--- src/rtl/mem_access_pkg.sv ---
`default_nettype none
// ============================================================================
// mem_access_pkg : load/store op codes, exception bits and FSM states
// Rev 1.0
// ============================================================================
package mem_access_pkg;

  localparam logic [7:0] EXE_NOP_OP = 8'b00000000;
  localparam logic [7:0] EXE_LB_OP  = 8'b11100000;
  localparam logic [7:0] EXE_LH_OP  = 8'b11100001;
  localparam logic [7:0] EXE_LW_OP  = 8'b11100011;
  localparam logic [7:0] EXE_LBU_OP = 8'b11100100;
  localparam logic [7:0] EXE_LHU_OP = 8'b11100101;
  localparam logic [7:0] EXE_SB_OP  = 8'b11101000;
  localparam logic [7:0] EXE_SH_OP  = 8'b11101001;
  localparam logic [7:0] EXE_SW_OP  = 8'b11101011;

  localparam int EXC_ADEL   = 13;
  localparam int EXC_ADES   = 14;
  localparam int EXC_BUSERR = 15;

  typedef enum logic [1:0] {
    ST_IDLE  = 2'd0,
    ST_BUSY  = 2'd1,
    ST_DONE  = 2'd2,
    ST_DRAIN = 2'd3
  } state_e;

endpackage
`default_nettype wire

--- src/rtl/mem_access_lane.sv ---
`default_nettype none
// ============================================================================
// mem_lane : big-endian byte-lane steering, load extension, alignment check
// Rev 1.0
// ============================================================================
module mem_lane
  import mem_access_pkg::*;
(
  input  logic [7:0]  aluop_i,
  input  logic [1:0]  addr_lo_i,
  input  logic [31:0] reg2_i,
  input  logic [31:0] rdata_i,
  output logic        is_mem_o,
  output logic        is_store_o,
  output logic        misaligned_o,
  output logic [3:0]  sel_o,
  output logic [31:0] wdata_o,
  output logic [31:0] load_o
);

  logic [3:0]  byte_sel;
  logic [3:0]  half_sel;
  logic [7:0]  byte_v;
  logic [15:0] half_v;

  // Address 0 is the most significant byte of the word.
  assign byte_sel = 4'b1000 >> addr_lo_i;
  assign half_sel = addr_lo_i[1] ? 4'b0011 : 4'b1100;
  assign half_v   = addr_lo_i[1] ? rdata_i[15:0] : rdata_i[31:16];

  always_comb begin
    byte_v = rdata_i[31:24];
    case (addr_lo_i)
      2'd1:    byte_v = rdata_i[23:16];
      2'd2:    byte_v = rdata_i[15:8];
      2'd3:    byte_v = rdata_i[7:0];
      default: byte_v = rdata_i[31:24];
    endcase
  end

  always_comb begin
    is_mem_o     = 1'b1;
    is_store_o   = 1'b0;
    misaligned_o = 1'b0;
    sel_o        = 4'b0000;
    wdata_o      = reg2_i;
    load_o       = rdata_i;
    case (aluop_i)
      EXE_LB_OP: begin
        sel_o  = byte_sel;
        load_o = {{24{byte_v[7]}}, byte_v};
      end
      EXE_LBU_OP: begin
        sel_o  = byte_sel;
        load_o = {24'b0, byte_v};
      end
      EXE_LH_OP: begin
        sel_o        = half_sel;
        misaligned_o = addr_lo_i[0];
        load_o       = {{16{half_v[15]}}, half_v};
      end
      EXE_LHU_OP: begin
        sel_o        = half_sel;
        misaligned_o = addr_lo_i[0];
        load_o       = {16'b0, half_v};
      end
      EXE_LW_OP: begin
        sel_o        = 4'b1111;
        misaligned_o = |addr_lo_i;
      end
      EXE_SB_OP: begin
        is_store_o = 1'b1;
        sel_o      = byte_sel;
        wdata_o    = {4{reg2_i[7:0]}};
      end
      EXE_SH_OP: begin
        is_store_o   = 1'b1;
        sel_o        = half_sel;
        misaligned_o = addr_lo_i[0];
        wdata_o      = {2{reg2_i[15:0]}};
      end
      EXE_SW_OP: begin
        is_store_o   = 1'b1;
        sel_o        = 4'b1111;
        misaligned_o = |addr_lo_i;
      end
      default: is_mem_o = 1'b0;
    endcase
  end

endmodule
`default_nettype wire

--- src/rtl/mem_access.sv ---
`default_nettype none
// ============================================================================
// mem_access : MIPS32 MEM stage, one req/ack bus transaction per load/store
// Rev 1.0
// ============================================================================
module mem_access
  import mem_access_pkg::*;
#(
  parameter int unsigned BUS_TIMEOUT = 0
) (
  input  logic        clk,
  input  logic        rst,
  input  logic [5:0]  stall,
  input  logic        flush,
  input  logic [7:0]  aluop_i,
  input  logic [31:0] mem_addr_i,
  input  logic [31:0] reg2_i,
  input  logic [4:0]  wd_i,
  input  logic        wreg_i,
  input  logic [31:0] wdata_i,
  input  logic [31:0] excepttype_i,
  input  logic [31:0] bus_rdata,
  input  logic        bus_ack,
  output logic        bus_req,
  output logic        bus_we,
  output logic [31:0] bus_addr,
  output logic [3:0]  bus_sel,
  output logic [31:0] bus_wdata,
  output logic        stallreq,
  output logic [4:0]  wd_o,
  output logic        wreg_o,
  output logic [31:0] wdata_o,
  output logic [31:0] excepttype_o
);

  localparam logic [31:0] TO_LAST = (BUS_TIMEOUT == 0) ? 32'd0 : 32'(BUS_TIMEOUT - 1);

  state_e      state_q;
  logic [31:0] cnt_q;
  logic        bus_req_q, bus_we_q;
  logic [31:0] bus_addr_q, bus_wdata_q;
  logic [3:0]  bus_sel_q;
  logic [4:0]  wd_q;
  logic        wreg_q;
  logic [31:0] rdata_q, exc_q;

  logic        is_mem, is_store, misaligned, start, timeout;
  logic [3:0]  lane_sel;
  logic [31:0] lane_wdata, lane_load;
  logic        unused_stall;

  assign unused_stall = ^{stall[5], stall[3:0]};

  mem_lane u_lane (
    .aluop_i      (aluop_i),
    .addr_lo_i    (mem_addr_i[1:0]),
    .reg2_i       (reg2_i),
    .rdata_i      (bus_rdata),
    .is_mem_o     (is_mem),
    .is_store_o   (is_store),
    .misaligned_o (misaligned),
    .sel_o        (lane_sel),
    .wdata_o      (lane_wdata),
    .load_o       (lane_load)
  );

  assign start   = is_mem && !flush && (excepttype_i == 32'd0) && !misaligned;
  assign timeout = (BUS_TIMEOUT != 0) && (cnt_q == TO_LAST);

  always_ff @(posedge clk) begin
    if (rst) begin
      state_q     <= ST_IDLE;
      cnt_q       <= '0;
      bus_req_q   <= 1'b0;
      bus_we_q    <= 1'b0;
      bus_addr_q  <= '0;
      bus_sel_q   <= '0;
      bus_wdata_q <= '0;
      wd_q        <= '0;
      wreg_q      <= 1'b0;
      rdata_q     <= '0;
      exc_q       <= '0;
    end else begin
      case (state_q)
        ST_IDLE: if (start) begin
          bus_req_q   <= 1'b1;
          bus_we_q    <= is_store;
          bus_addr_q  <= {mem_addr_i[31:2], 2'b00};
          bus_sel_q   <= lane_sel;
          bus_wdata_q <= lane_wdata;
          wd_q        <= wd_i;
          wreg_q      <= wreg_i & ~is_store;
          exc_q       <= excepttype_i;
          cnt_q       <= '0;
          state_q     <= ST_BUSY;
        end
        ST_BUSY: begin
          // An ack completes the bus cycle even when a flush arrives with it.
          if (bus_ack) begin
            bus_req_q <= 1'b0;
            rdata_q   <= lane_load;
            state_q   <= flush ? ST_IDLE : ST_DONE;
          end else if (timeout) begin
            bus_req_q         <= 1'b0;
            exc_q[EXC_BUSERR] <= 1'b1;
            wreg_q            <= 1'b0;
            state_q           <= flush ? ST_IDLE : ST_DONE;
          end else if (flush) begin
            state_q <= ST_DRAIN;
          end else begin
            cnt_q <= cnt_q + 32'd1;
          end
        end
        ST_DONE: if (!stall[4] || flush) state_q <= ST_IDLE;
        ST_DRAIN: if (bus_ack) begin
          bus_req_q <= 1'b0;
          state_q   <= ST_IDLE;
        end
        default: state_q <= ST_IDLE;
      endcase
    end
  end

  assign bus_req   = bus_req_q;
  assign bus_we    = bus_we_q;
  assign bus_addr  = bus_addr_q;
  assign bus_sel   = bus_sel_q;
  assign bus_wdata = bus_wdata_q;

  always_comb begin
    stallreq     = 1'b0;
    wd_o         = wd_i;
    wreg_o       = wreg_i;
    wdata_o      = wdata_i;
    excepttype_o = excepttype_i;
    case (state_q)
      ST_IDLE: if (is_mem && !flush) begin
        wreg_o = 1'b0;
        if (excepttype_i == 32'd0) begin
          if (misaligned) excepttype_o[is_store ? EXC_ADES : EXC_ADEL] = 1'b1;
          else            stallreq = 1'b1;
        end
      end
      ST_BUSY: begin
        stallreq = 1'b1;
        wreg_o   = 1'b0;
      end
      ST_DONE: if (!flush) begin
        wd_o         = wd_q;
        wreg_o       = wreg_q;
        wdata_o      = rdata_q;
        excepttype_o = exc_q;
      end
      ST_DRAIN: begin
        stallreq = start;
        wreg_o   = 1'b0;
      end
      default: stallreq = 1'b0;
    endcase
  end

endmodule
`default_nettype wire

--- config.mk ---
export PLATFORM = sky130hd
export DESIGN_NAME = mem_access
export DESIGN_NICKNAME = d
export VERILOG_FILES = /design/src/rtl/mem_access_pkg.sv /design/src/rtl/mem_access_lane.sv /design/src/rtl/mem_access.sv
export SDC_FILE = /design/constraint.sdc
export NUM_CORES = 1
export LEC_CHECK = 0
export BUFFER_PORTS_ARGS = -buffer_cell sky130_fd_sc_hd__buf_4
export CAP_MARGIN = 20
export CORE_MARGIN = 5
export CORE_UTILIZATION = 30
export CTS_CLUSTER_SIZE = 25
export DETAILED_ROUTE_END_ITERATION = 16
export PLACE_DENSITY_LB_ADDON = 0.15
export RECOVER_POWER = 50
export SLEW_MARGIN = 20
export SYNTH_ARGS = -nofsm -noshare
export SYNTH_HDL_FRONTEND = slang
export SYNTH_SLANG_ARGS = --single-unit
--- constraint.sdc ---
create_clock -name clk -period 4.3 [get_ports clk]
set_input_delay 0.645 -clock clk [delete_from_list [all_inputs] [get_ports clk]]
set_output_delay 0.645 -clock clk [all_outputs]
set_load 0.1 [all_outputs]
**Yosys cells after proc, flatten, opt, wreduce, memory -nomap -nowiden**

Index checks and enable logic that the tools add are counted.

- Logic and storage cells: 95
- Input port bits: 184
- Bits in registers: 140
- Output and inout bits: 141

- Eq/ne operators: 19
- Multiplexer cells: 38
- Reductions and logical operators: 22
- $lt $le $gt $ge: 2
- Bitwise logic cells: 3
- Shifts and indexed selects: 1

Operators by type and width:

| operator | number |
|---|---|
| two-way mux 32 bit | 6 |
| case mux 32 bit (2 select lines) | 2 |
| case mux 32 bit (4 select lines) | 1 |
| == test 8 bit (second input constant) | 8 |
| zero test 32 bit | 1 |
| OR 32 bit | 1 |
| case mux 8 bit (3 select lines) | 1 |
| two-way mux 16 bit | 1 |
| two-way mux 2 bit | 7 |
| case mux 4 bit (3 select lines) | 1 |
| two-way mux 1 bit | 10 |
| two-way mux 5 bit | 2 |
| OR reduction 3 bit | 3 |
| == test 2 bit (second input constant) | 4 |
| case mux 2 bit (4 select lines) | 1 |
| OR reduction 8 bit | 1 |
| < comparator 4 x 6 -> 1 bit (second input constant) | 1 |
| inequality test 2 bit (second input constant) | 3 |
| case mux 1 bit (3 select lines) | 2 |
| OR reduction 2 bit | 3 |
| demux 1 bit (select 5 bit) | 1 |
| == test 2 x 1 -> 1 bit (second input constant) | 2 |
| greater-or-equal comparator 4 x 1 -> 1 bit (second input constant) | 1 |
| logical AND 1 bit | 4 |
| 14 further kinds | 18 |

**Depth between registers and ports, before layout**

- Word-level depth: 13
- Gate-level depth with buffers: 9
- Mapped depth without buffers: 5

**Cells and area by module**

From an unflattened synthesis, not the netlist that was laid out.

- Cell total of the unflattened synthesis: 832
- Area total of the unflattened synthesis: 7383.3 um^2

By module, submodules not included:

| module | cells an instance | instances | seq. area each (um^2) | area an instance (um^2) |
|---|---|---|---|---|
| mem_access | 651 | 1 | 2802.7 | 6108.4 |
| mem_lane | 181 | 1 | 0.0 | 1275.0 |

**Worst setup path after synthesis**

OpenSTA, ideal clock, no wires.

- Path kind: input-to-output
- Start: input excepttype_i[22]
- End: output excepttype_o[13]
- Buffers on the path: 1
- Data arrival time: 4220 ps
- Path slack: -565 ps
- Data required time: 3655 ps
- Stages on the path: 5
- Cell sequence: or4_1 -> nor4_1 -> nand4_1 -> clkbuf_1 -> o31ai_1

- Longest elaborated chain between the ends: 4

RTL lines:

| what | line | source |
|---|---|---|
| start, declared | mem_access.sv:21 | `input logic [31:0] excepttype_i,` |
| zero test 32 bit | mem_access.sv:139 | `if (excepttype_i == 32'd0) begin` |
| two-way mux 32 bit | mem_access.sv:139 |  |
| two-way mux 32 bit | mem_access.sv:137 | `ST_IDLE: if (is_mem && !flush) begin` |
| case mux 32 bit (2 select lines) | mem_access.sv:136 | `case (state_q)` |
| end, declared | mem_access.sv:33 | `output logic [31:0] excepttype_o` |

Every way passes these cells.

**Worst setup path after layout**

- Start: register state_q[0]
- End: register rdata_q[18]

- Longest elaborated chain between the ends: 2

RTL lines:

| what | line | source |
|---|---|---|
| start, declared | mem_access.sv:38 | `state_e state_q;` |
| start signal, assigned | mem_access.sv:102 | `state_q <= flush ? ST_IDLE : ST_DONE;` |
| start signal, assigned | mem_access.sv:107 | `state_q <= flush ? ST_IDLE : ST_DONE;` |
| == test 2 x 1 -> 1 bit | -- |  |
| AND reduction 2 bit (no source line) | -- |  |
| end signal, assigned | mem_access.sv:101 | `rdata_q <= lane_load;` |
| end, declared | mem_access.sv:45 | `logic [31:0] rdata_q, exc_q;` |

Every way passes these cells.
A chain may end at the register's enable or synchronous reset.

==> results.ini <==
[grt]
grt_pass1_wl_um=40210
grt_pass1_vias=6913
grt_max_degree=57
track_usage_pct=19.05
grt-ovfl-total=0
antenna_found_initial=0

[sta]
maxSlewViolCount=42
rsz0062_at_grt=false
fin_ws_ps=781.1
fmax_mhz=284.2
whs_ps=452.6
setup_tns_ps=0
final.period_utilization_pct=81.84
skew_ps=9.427
worst_pin_slew_ps=1930
period_minus_slack_ps=3519
setup_viol_count_final=0
relSlewSlack_pct=-28.69
final_hold_viol_count=0

[cts]
cts_sinks=140
root_buffer=clkbuf_16
clock_path_buffers=2
postCtsSetupRepairBufs=0
cts_htree_levels=4
cts_buffers=17
clk-insertion-delay-late_ps=420
clkTransAtPathRegs_ps=70
cts_tree=built
cts_resized=0
ctsHoldBuffers=0

[critical_path]
critPathRequiredTime_ps=4570
path_cells=nand2_1 > nor2_2 > clkbuf_1 > o31a_1 > nor2b_1 > clkbuf_2 > a211oi_1
cp_slowest_cell=clkbuf_1
crit_end=rdata_q[18]
critical_path_buf_inv_count=2
cp.arrival_ps=3790
cp-end-kind=flop
crit_start=state_q[0]
cp.depth=7
cp_top_family=buffers and inverters
crit_type=reg -> reg
crit_path_max_fanout=41
cp-start-kind=flop
r2r_setup_slack_ps=780
r2r.worst_path.cells=7
worstReg2RegStart=state_q[0]
crit_path_max_incr_delay_ps=1390
reg2reg_to=rdata_q[18]

[yosys]
ys_ff_latch=140
syn_avg_cell_area_um2=8.869
ys_types=54
yosysSeqAreaShare_pct=39.40
synth_edf_count=0
synth_flop_cell=dfxtp_1
synth_top_area_share_pct=39.40
async_flop_share_pct=0
ys_warn_count=0
syn_area_um2=7113
syn_inst=802
synthTopCellsByArea=dfxtp_1 39%, mux2_2 9.3%, nand3_1 4.7%
yosysTopAreaCell=dfxtp_1

[pwr]
leakagePower_nw=3.827
power_w=0.003548
p_per_area_nw_per_um2=354.8
p_clk_share_pct=45.0
power_frac_comb_pct=18.4
switching_share_pct=29.82
seqPwrFrac_pct=36.5
switching_power_w=0.001058
ir_worst_vdd_uv=219.2
p_int_w=0.002490

[drt]
dr.first_iter.drc_count=422
drc=0
wire_per_inst_um=19.11
viasPerCell=5.080
ant_nets=0
vias=7137
drtPass1Iterations=5
postRouteWirelength_um=26850

[final_layout]
fillers=2462
syn2layout_area_growth_pct=40.58
drive_above_1_share_pct=34.90
design_area_um2=10000
layout.nets=1257
n_antenna_cell=0

[floorplan]
die_area_um2=26890
pin_count=325
fp.dieH_um=164.0
start_util_pct=30.39
dieWidth_um=164.0
rows=56
core_area_um2=23400

[hold_path]
min_path_cells=1
holdCritPathClass=reg -> reg

[place]
port_buffers=317
placed_cell_area_um2=9699
place_ws_ps=974.1
hpwl_um=19200
gp_congestion=0.7955

[run_status]
violations=max-capacitance violations, max-slew violations
status=finished, violations left

[run]
cap_violations=1

==> how the worst min path moves through the flow <==
stage                         start         to  slack, ps
after floorplan            exc_q[0]   exc_q[0]        420
after global placement     exc_q[0]   exc_q[0]        440
after detailed placement   exc_q[8]   exc_q[8]        440
after CTS                  exc_q[9]   exc_q[9]        460
after global routing      exc_q[21]  exc_q[21]        470
final                      exc_q[9]   exc_q[9]        450
==> cell usage after synthesis, drive strengths merged (8+ instances only) <==
cell / n
a211oi: 43
a21oi: 57
a22oi: 15
a311oi: 10
a31oi: 21
and2: 32
buf: 32
clkbuf: 52
dfxtp: 140
mux2: 67
mux2i: 26
mux4: 8
nand2: 48
nand3: 67
nor2: 40
o21ai: 87
==> layout by cell type, fill, tap and decap left out, types with 2 or more instances in the layout <==
cell,count
a211oi_1,39
bufinv_16,4
a311oi_1,10
a22oi_1,15
nor2_1,37
nand3_1,67
a221oi_1,2
o2111ai_1,2
mux2_1,8
and3_1,3
buf_4,261
nand2b_1,2
and2_1,32
nor3_1,3
nor2_2,2
mux4_2,8
a31oi_1,20
inv_1,4
dfxtp_1,140
nor2b_1,2
nor4_1,7
a211oi_2,4
a21o_1,2
clkbuf_16,17
mux2_2,59
mux2i_1,26
nand2_1,47
clkinvlp_4,3
o21ai_1,62
clkbuf_2,3
conb_1,2
o31a_1,2
clkbuf_1,71
nand4b_1,3
a21oi_1,57
o21ai_0,25
nand4_1,5
inv_6,6
==> per-stage QoR <==
| step | util (%) | std cells |
|---|---|---|
| after floorplan | - | 803 |
| after global placement | 41.45 | 1373 |
| after detailed placement | 41.45 | 1373 |
| after CTS | 44.16 | 1405 |
| after global routing | 42.73 | 1405 |
| final | 42.73 | 1405 |
==> final cells by class <==
class	instances	area, um^2	area share [%]
repair buffers	335	2241	22.41
inverters	5	18.77	0.1877
clock buffers	17	425.4	4.254
clock inverters	15	209.0	2.090
well taps	319	399.1	3.991
multi-input cells	574	3904	39.04
flip-flops and latches	140	2803	28.03
==> sequential cells by signal, indices dropped and copies added, names as in the netlist <==
| signal | flops |
|---|---|
| bus_wdata | 32 |
| exc_q | 32 |
| rdata_q | 32 |
| bus_addr | 30 |
| wd_q | 5 |
| bus_sel | 4 |
| state_q | 2 |
| bus_req | 1 |
| bus_we | 1 |
| wreg_q | 1 |
==> cells by family after synthesis <==
family,Yosys count,synth area share (%)
compound gates,247,22.08
other cells,1,0.05272
flops,140,39.40
buf+inv,89,5.541
fa+ha+maj,1,0.1407
mux,101,16.80
simple gates,223,15.99
==> power groups by stage <==
stage	Sequential, W	Clock, W	Combinational [W]
finish	0.00130	0.00160	0.000654
global route	0.00130	0.00170	0.000686
CTS	0.00130	0.00164	0.000660
detailed placement	0.00133	0	0.000659
global placement	0.00133	0	0.000658
floorplan	0.00133	0	0.000414
==> per-layer routing <==
layer	global-route usage (%)	vias to the layer above	part of all wire [%]
li1	-	3509	-
met1	24.58	3348	44
met2	31.04	257	47
met3	6.248	23	8.5
met4	4.461	0	1.4
met5	0	-	0
==> worst reg2reg max path: stages (launching register included) <==
cell	delay, ps
dfxtp_1	470
nand2_1	140
nor2_2	110
clkbuf_1	1390
o31a_1	550
nor2b_1	210
clkbuf_2	370
a211oi_1	140
(Power assumes the default switching activity.)
